## src/rtl/mileage_counter.sv

```systemverilog
// Trip odometer for the taxi meter.
// Counts debounced wheel pulses into whole kilometres while a trip is active,
// flags the vehicle as stopped after a quiet period, and holds the final
// distance for the fare stage once the trip ends.
module mileage_counter #(
    parameter int PULSES_PER_KM = 100,
    parameter int DEBOUNCE      = 4,
    parameter int IDLE_TIMEOUT  = 1000
) (
    input  logic        clk,
    input  logic        rst,
    input  logic        start,
    input  logic        end_trip,
    input  logic        wheel_in,
    output logic [15:0] distance,
    output logic        trip_active,
    output logic        moving,
    output logic        km_tick
);

    localparam int PCW = (PULSES_PER_KM > 1) ? $clog2(PULSES_PER_KM) : 1;
    localparam int STW = (IDLE_TIMEOUT > 1) ? $clog2(IDLE_TIMEOUT) : 1;
    localparam int DBW = $clog2(DEBOUNCE + 1);

    localparam logic [PCW-1:0] PC_LAST  = PCW'(PULSES_PER_KM - 1);
    localparam logic [STW-1:0] ST_LAST  = STW'(IDLE_TIMEOUT - 1);
    localparam logic [DBW-1:0] DB_LAST  = DBW'(DEBOUNCE - 1);
    localparam logic [15:0]    DIST_MAX = 16'hFFFF;

    localparam logic [1:0] S_IDLE    = 2'd0;
    localparam logic [1:0] S_RUN     = 2'd1;
    localparam logic [1:0] S_STOPPED = 2'd2;
    localparam logic [1:0] S_DONE    = 2'd3;

    // Distance never wraps: a full odometer simply stays at its maximum.
    function automatic logic [15:0] sat_inc(input logic [15:0] v);
        return (v == DIST_MAX) ? v : v + 16'd1;
    endfunction

    function automatic logic at_max(input logic [15:0] v);
        return (v == DIST_MAX);
    endfunction

    logic           wheel_p0;
    logic           wheel_p1;
    logic           deb_lvl_p2;
    logic [DBW-1:0] deb_cnt_p2;
    logic           deb_rise;
    logic           wheel_edge_p3;

    logic [1:0]     state;
    logic [1:0]     state_nxt;
    logic [PCW-1:0] pcnt;
    logic [PCW-1:0] pcnt_nxt;
    logic [STW-1:0] stall;
    logic [STW-1:0] stall_nxt;
    logic [15:0]    dist_nxt;
    logic           tick_nxt;

    // Stage p0/p1: two-flop synchronizer on the asynchronous wheel sensor.
    always_ff @(posedge clk or posedge rst) begin
        if (rst) begin
            wheel_p0 <= 1'b0;
            wheel_p1 <= 1'b0;
        end else begin
            wheel_p0 <= wheel_in;
            wheel_p1 <= wheel_p0;
        end
    end

    // The debounced level rises when the synchronized wheel has been high
    // (while the level was low) for the final required cycle.
    assign deb_rise = wheel_p1 && !deb_lvl_p2 && (deb_cnt_p2 == DB_LAST);

    // Stage p2: accept a level change only after it has persisted long enough.
    always_ff @(posedge clk or posedge rst) begin
        if (rst) begin
            deb_lvl_p2 <= 1'b0;
            deb_cnt_p2 <= '0;
        end else if (wheel_p1 == deb_lvl_p2) begin
            deb_cnt_p2 <= '0;
        end else if (deb_cnt_p2 == DB_LAST) begin
            deb_lvl_p2 <= wheel_p1;
            deb_cnt_p2 <= '0;
        end else begin
            deb_cnt_p2 <= deb_cnt_p2 + DBW'(1);
        end
    end

    // Stage p3: one-cycle strobe for each accepted rising wheel edge.
    always_ff @(posedge clk or posedge rst) begin
        if (rst) begin
            wheel_edge_p3 <= 1'b0;
        end else begin
            wheel_edge_p3 <= deb_rise;
        end
    end

    // Trip control: state transitions, pulse/km accounting and stall timing.
    always_comb begin
        state_nxt = state;
        dist_nxt  = distance;
        pcnt_nxt  = pcnt;
        stall_nxt = stall;
        tick_nxt  = 1'b0;
        case (state)
            S_IDLE, S_DONE: begin
                if (start) begin
                    state_nxt = S_RUN;
                    dist_nxt  = '0;
                    pcnt_nxt  = '0;
                    stall_nxt = '0;
                end
            end
            S_RUN, S_STOPPED: begin
                // Ending the trip takes priority; a coincident wheel edge is dropped.
                if (end_trip) begin
                    state_nxt = S_DONE;
                end else if (wheel_edge_p3) begin
                    state_nxt = S_RUN;
                    stall_nxt = '0;
                    if (pcnt == PC_LAST) begin
                        pcnt_nxt = '0;
                        tick_nxt = !at_max(distance);
                        dist_nxt = sat_inc(distance);
                    end else begin
                        pcnt_nxt = pcnt + PCW'(1);
                    end
                end else if (state == S_RUN) begin
                    if (stall == ST_LAST) begin
                        state_nxt = S_STOPPED;
                    end else begin
                        stall_nxt = stall + STW'(1);
                    end
                end
            end
            default: begin
                state_nxt = S_IDLE;
            end
        endcase
    end

    // Register state and all outputs so nothing reaches a port combinationally.
    always_ff @(posedge clk or posedge rst) begin
        if (rst) begin
            state       <= S_IDLE;
            distance    <= '0;
            pcnt        <= '0;
            stall       <= '0;
            km_tick     <= 1'b0;
            trip_active <= 1'b0;
            moving      <= 1'b0;
        end else begin
            state       <= state_nxt;
            distance    <= dist_nxt;
            pcnt        <= pcnt_nxt;
            stall       <= stall_nxt;
            km_tick     <= tick_nxt;
            trip_active <= (state_nxt == S_RUN) || (state_nxt == S_STOPPED);
            moving      <= (state_nxt == S_RUN);
        end
    end

endmodule

```

## config.mk

```make
export PLATFORM = sky130hd
export DESIGN_NAME = mileage_counter
export DESIGN_NICKNAME = d
export VERILOG_FILES = /design/src/rtl/mileage_counter.sv
export SDC_FILE = /design/constraint.sdc
export NUM_CORES = 1
export LEC_CHECK = 0
export CAP_MARGIN = 20
export CORE_MARGIN = 4
export CORE_UTILIZATION = 55
export DETAILED_ROUTE_END_ITERATION = 8
export DONT_BUFFER_PORTS = 1
export PLACE_DENSITY = 0.7
export SETUP_SLACK_MARGIN = 0.15
export SLEW_MARGIN = 20
export SYNTH_ARGS = -nofsm -noshare
export SYNTH_HDL_FRONTEND = slang
export SYNTH_SLANG_ARGS = --single-unit
```

## constraint.sdc

```tcl
create_clock -name clk -period 5.7 [get_ports clk]
set_clock_uncertainty 0.15 [all_clocks]
set_input_delay 0.855 -clock clk [delete_from_list [all_inputs] [get_ports clk]]
set_output_delay 0.855 -clock clk [all_outputs]
set_load 0.02 [all_outputs]
```

==> out/metrics.cfg, run 1 <==
[worst_setup_path]
path_class = flip-flop to flip-flop
cp-end-kind = flip-flop
cp-start-kind = flip-flop
worstPathRequired_ns = 5.75
critPathArrivalTime_ns = 3.03
crit_fanout = 27
reg2reg_depth = 6

[floorplan]
rows = 24
ios = 24
die_h_um = 74.7
start_util = 0.567
die_x_um = 74.7
dieArea_um2 = 5590
core-area_um2 = 4320

[logic_synthesis]
synth_cell_types = 50
synth-seq-cells = 45
synthCells = 255
syn-num-nets = 267
synth_top_flop_cell = dfrtp_1
synth_seq_area_share = 0.460
synth_edf_count = 0
async_flop_share = 1.00
yosys_warnings = 0
syn_area_um2 = 2450
avgSynthCellArea_um2 = 9.61

[timing]
maxSlewHeadroom = 0.394
finalCriticalPeriod_ns = 2.98
tightest_slew_ns = 0.898
rsz0062_at_grt = false
fin_crit_sh = 0.523
final_max_slew_viol_count = 0
tns_ns = 0
finalSetupViolCount = 0
clock.fmax_mhz = 335
setup_ws_ns = 2.72
hold_viol_final = 0

[finish]
layout-drive-gt1-share = 0.0709
layout_common_cells = dfrtp_1 (45), nand2_1 (24), nor2_1 (24)
nNetsFinal = 265
diodes = 0
syn_to_final_growth_pct = 6.13
num-fill-cells = 373
layout_commonest_cell = dfrtp_1
fin_cells = 306

[worst_hold_path]
hp-class = flip-flop to flip-flop
hold_depth = 0

[job]
maxCapViolCount = 0

[route]
firstDrtPassIters = 4
drc = 0
dr.first_iter.drc_count = 125
ant_nets = 0
totalWireLength_um = 4830
viasPerCell = 6.07
route.vias.total = 1858
wire_per_inst_um = 15.8

[global_route]
grt_max_degree = 46
grt_pass1_wl_um = 8450
grt_overflow = 0
grt_usage = 0.197
grt_pass1_vias = 1744
antenna_found_initial = 0

[clock_network]
cts_resized = 0
cts_buffers = 5
clock_path_buffers = 2
ctsRootBufferMaster = clkbuf_8
clk_latency_ns = 0.30
clk_pin_slew_worst_paths_ns = 0.08
cts-hold-fix-buffers = 0
cts_sinks = 45
post_cts_buffers = 0
cts.htree.levels = 2
cts_tree = done

[power]
leakage_nw = 1.12
peakVddDrop_v = 0.000286
powerDensity_nw_per_um2 = 359

[placement]
dp_slack_ns = 2.67
gp_congestion = 0.762
dp_cells = 298
hpwl_um = 3430
io_buffers = 0

[run_status]
outcome = complete, no violations

-- registers in the layout, summed over array words and instances (netlist names) --
| name | cells |
|---|---|
| stall | 10 |
| trip_active | 1 |
| deb_cnt_p2 | 3 |
| pcnt | 7 |
| wheel_p1 | 1 |
| km_tick | 1 |
| state | 2 |
| distance | 16 |
| moving | 1 |
| wheel_p0 | 1 |
| deb_lvl_p2 | 1 |
| wheel_edge_p3 | 1 |
-- power breakdown --
group / internal, W / switching, W
logic: 0.0000825 / 0.000146
registers: 0.000363 / 0.0000522
clock network: 0.000176 / 0.000113
-- routing by layer --
layer,vias up,part of all wire,GRT usage
li1,934,-,-
met4,0,0.015,0.0731
met3,6,0.048,0.0454
met1,889,0.48,0.286
met2,29,0.46,0.287
met5,-,0,0
-- cell usage after synthesis (all sizes together), types with 6 or more instances --
cell | count | area, um2
a21oi | 7 | 38.8
and2 | 7 | 43.8
and3 | 6 | 37.5
buf | 6 | 45.0
dfrtp | 45 | 1130
ha | 7 | 87.6
inv | 12 | 45.0
mux2i | 6 | 60.1
nand2 | 25 | 101
nand3 | 8 | 40.0
nand4 | 6 | 37.5
nor2 | 24 | 90.1
nor3 | 9 | 45.0
o21ai | 17 | 85.1
xnor2 | 6 | 52.6
-- final timing paths --
check                                    from                 endpoint  slack [ns]
max in group asynchronous                 rst  distance[0]$_DFFE_PP0P_        4.37
setup / recovery           state[0]$_DFF_PP0_    trip_active$_DFF_PP0_        2.72
hold / removal             wheel_p0$_DFF_PP0_       wheel_p1$_DFF_PP0_        0.21
setup reg to reg           state[0]$_DFF_PP0_    trip_active$_DFF_PP0_        2.72
hold reg to reg            wheel_p0$_DFF_PP0_       wheel_p1$_DFF_PP0_        0.21
min in group asynchronous                 rst  distance[2]$_DFFE_PP0P_        0.47
-- worst max-delay path: stages (launching register included) --
cell	delay, ns
dfrtp_1	0.39
ha_1	0.76
nor2_1	0.18
a21oi_1	0.73
o21ai_0	0.28
ha_1	0.35
inv_1	0.04
-- through the flow --
stage | cell area [um2] | power, W | hold slack, ns | util
after floorplan | 2450 | 0.000610 | 0.181 | -
after global placement | 2460 | 0.000646 | 0.186 | 0.569
after detailed placement | 2460 | 0.000655 | 0.190 | 0.569
after CTS | 2600 | 0.000946 | 0.211 | 0.601
after global routing | 2600 | 0.000998 | 0.215 | 0.601
final | 2600 | 0.000933 | 0.208 | 0.601
-- layout make-up --
type / count / area, um2 / area share
Multi-Input combinational cell: 188 / 1220 / 0.469
Sequential cell: 45 / 1130 / 0.433
Clock buffer: 5 / 68.8 / 0.0265
Clock inverter: 3 / 68.8 / 0.0265
Tap cell: 52 / 65.1 / 0.0250
Inverter: 12 / 45.0 / 0.0173
Timing Repair Buffer: 1 / 7.51 / 0.00289
-- kinds of logic (layout without fill, tap and decap cells) --
logic type	after synthesis	after routing	synth area share
compound gates	57	57	0.161
xor+xnor	9	9	0.0322
fa+ha+maj	7	7	0.0357
buf+inv	22	21	0.0429
flops	45	45	0.460
mux	7	7	0.0291
simple gates	108	108	0.239
Note: power is estimated with default switching activity, not from simulation.
==> inputs of run 2 (changes only) <==
Settings changed: ABC_AREA set to 1, PLACE_DENSITY 0.7 to 0.73.
Clock period 5.7 ns to 2.5 ns, I/O delays scaled along.
==> run 2 against run 1 <==
Net effect: count of clock-buffer cells in the layout rose by 3; via count increased by 13%; critical endpoint is now distance[15]$_DFFE_PP0P_; die area is 2.8% higher; clock power grew 52%; highest routed layer unchanged; non-clock buffer count is 3 higher; total power increased by 130%; register-to-register slack worse by 2.4 ns; first-iteration DRC count grew 2.4%.
==> out/metrics.cfg, run 2 <==
[logic_synthesis]
synth_most_common_cell = nand2_1
yosys-top-cells-count = nand2_1 (83), nor2_1 (50), dfrtp_1 (45), inv_1 (38), nand3_1 (31)
syn-num-nets = 351
synth_seq_area_share = 0.446
synth_top_flop_cell = dfrtp_1
synth-seq-cells = 45
yosys_warnings = 0
async_flop_share = 1.00
synthTopCellsByArea = dfrtp_1 (45%), nand2_1 (12%), nor2_1 (7.4%)
synth_edf_count = 0
syn_area_um2 = 2530
synth_cell_types = 29
avgSynthCellArea_um2 = 7.45
synth_top_cell_area_share = 0.446
synthCells = 339
synth_top_cell_by_area = dfrtp_1

[worst_setup_path]
r2r_start = state[0]$_DFF_PP0_
critPathMaxStageDelay_ns = 0.40
cp-end-kind = flip-flop
crit_fanout = 31
cpMaxStageDelayCell = dfrtp_1
crit_chain = ha_1 > buf_4 > nor2_1 > inv_2 > nand3_4 > inv_1 > nand2_1 > nand2_1
reg2reg_depth = 8
cp-start-kind = flip-flop
worstPathRequired_ns = 2.55
r2r_setup_slack_ns = 0.37
crit_path_frequent_cell = nand2_1
critPathArrivalTime_ns = 2.18
path_class = flip-flop to flip-flop
rr_endpoint = distance[15]$_DFFE_PP0P_

[power]
peakVddDrop_v = 0.000568
p_int_w = 0.00125
clkPwrFrac = 0.207
power_switching_w = 0.000868
powerDensity_nw_per_um2 = 802
comb_power_share = 0.341
p_sw_frac = 0.409
leakage_nw = 1.20
p_seq_frac = 0.452
total_power_w = 0.00212

[timing]
rsz0062_at_grt = false
tns_ns = 0
fin_crit_sh = 0.853
clock.fmax_mhz = 469
tightest_slew_ns = 0.925
hold_viol_final = 0
maxSlewHeadroom = 0.383
whs_ns = 0.00677
final_max_slew_viol_count = 0
finalSetupViolCount = 0
finalCriticalPeriod_ns = 2.13

[finish]
largest_register_ffs = 16
layout-drive-gt1-share = 0.0669
largestRegisters = distance x16, stall x10, pcnt x7
syn_to_final_growth_pct = 4.61
nNetsFinal = 355
seqCellArea_um2 = 1130
num-fill-cells = 420
diodes = 0
layout_commonest_cell = nand2_1
layout_common_cells = nand2_1 (83), nor2_1 (50), dfrtp_1 (45)
fin_area_um2 = 2640
largest-register = distance
multi_input_area_um2 = 1180

[route]
routed-wl-met2_um = 2290
ant_nets = 0
wire_per_inst_um = 12.5
viasPerCell = 5.31
drt-met1-wl_um = 2420
route.vias.total = 2103
dr.first_iter.drc_count = 128
top_layer = met4
drc = 0
firstDrtPassIters = 4
met3_length_um = 232
totalWireLength_um = 4970

[floorplan]
rows = 24
core-area_um2 = 4410
start_util = 0.572
ios = 24
dieArea_um2 = 5740
die_h_um = 75.8
die_x_um = 75.8

[placement]
io_buffers = 0
place_area_um2 = 2540
gp_congestion = 0.901
hpwl_um = 3570

[run_status]
outcome = complete, no violations

[clock_network]
cts_buffers = 5
cts_tree = done
clock_path_buffers = 2
clk_latency_ns = 0.30
clk_pin_slew_worst_paths_ns = 0.08
post_cts_buffers = 0
ctsRootBufferMaster = clkbuf_8
cts_sinks = 45
cts.htree.levels = 2

[global_route]
grt_pass1_wl_um = 8600
grt_usage = 0.196
antenna_found_initial = 0
grt_pass1_vias = 1978
grt_max_degree = 46
grt_overflow = 0

[worst_hold_path]
hp-class = input pin to async pin

[job]
maxCapViolCount = 0

==> run 2: area by class of cell <==
cell class,instances,area share
multi-input cells,245,0.445
flip-flops and latches,45,0.426
inverters,42,0.0606
clock buffers,8,0.0303
well taps,52,0.0246
repair buffers,4,0.0133
==> run 2: repair_timing <==
action | CTS | global route
hold buffers | 2 | 0
resized for setup | 0 | 0
endpoints found under the hold margin | 2 | 0
==> run 2: cell families after synthesis <==
| family | synth area share |
|---|---|
| buffers and inverters | 0.0887 |
| and+or+nand+nor | 0.330 |
| adders and majority gates | 0.0347 |
| xor gates and xnor gates | 0.00347 |
| AOI/OAI and AO/OA | 0.0971 |
| DFF | 0.446 |
==> run 2: power groups by stage <==
stage               Sequential, W  Combinational (W)  Clock, W
floorplan                0.000954           0.000650         0
global placement         0.000971           0.000700         0
detailed placement       0.000974           0.000724         0
CTS                      0.000959           0.000731  0.000456
global route             0.000978           0.000842  0.000489
finish                   0.000959           0.000723  0.000438
==> run 2: layer usage <==
| layer | vias up | GRT usage |
|---|---|---|
| li1 | 1093 | - |
| met1 | 963 | 0.258 |
| met2 | 44 | 0.309 |
| met3 | 3 | 0.0580 |
| met4 | 0 | 0.0641 |
| met5 | - | 0 |
==> run 2: how the worst max path moves through the flow <==
stage                             from                        to  slack, ns  cells past startpoint
CTS                 state[0]$_DFF_PP0_  distance[15]$_DFFE_PP0P_       0.36                      8
detailed placement  state[0]$_DFF_PP0_  distance[15]$_DFFE_PP0P_       0.36                      8
floorplan           state[0]$_DFF_PP0_      stall[3]$_DFFE_PP0P_       0.68                      8
finish              state[0]$_DFF_PP0_  distance[15]$_DFFE_PP0P_       0.37                      8
global placement    state[0]$_DFF_PP0_  distance[13]$_DFFE_PP0P_       0.46                      8
global route        state[0]$_DFF_PP0_  distance[15]$_DFFE_PP0P_       0.17                      8
==> run 2: stage by stage <==
| stage | worst slack, ns | instances | utilization |
|---|---|---|---|
| 2_1_floorplan | 0.683 | 339 | - |
| 3_3_place_gp | 0.459 | 386 | 0.576 |
| 3_5_place_dp | 0.364 | 386 | 0.576 |
| 4_1_cts | 0.360 | 396 | 0.599 |
| 5_1_grt | 0.168 | 396 | 0.599 |
| 6_report | 0.368 | 396 | 0.599 |
==> run 2: worst max-delay path, delay by kind of cell (launching register included) <==
kind / cells / cell delay, ns
AND/OR/NAND/NOR: 4 / 0.72
flip-flops: 1 / 0.40
buffers and inverters: 3 / 0.38
adder cells (fa/ha/maj): 1 / 0.37
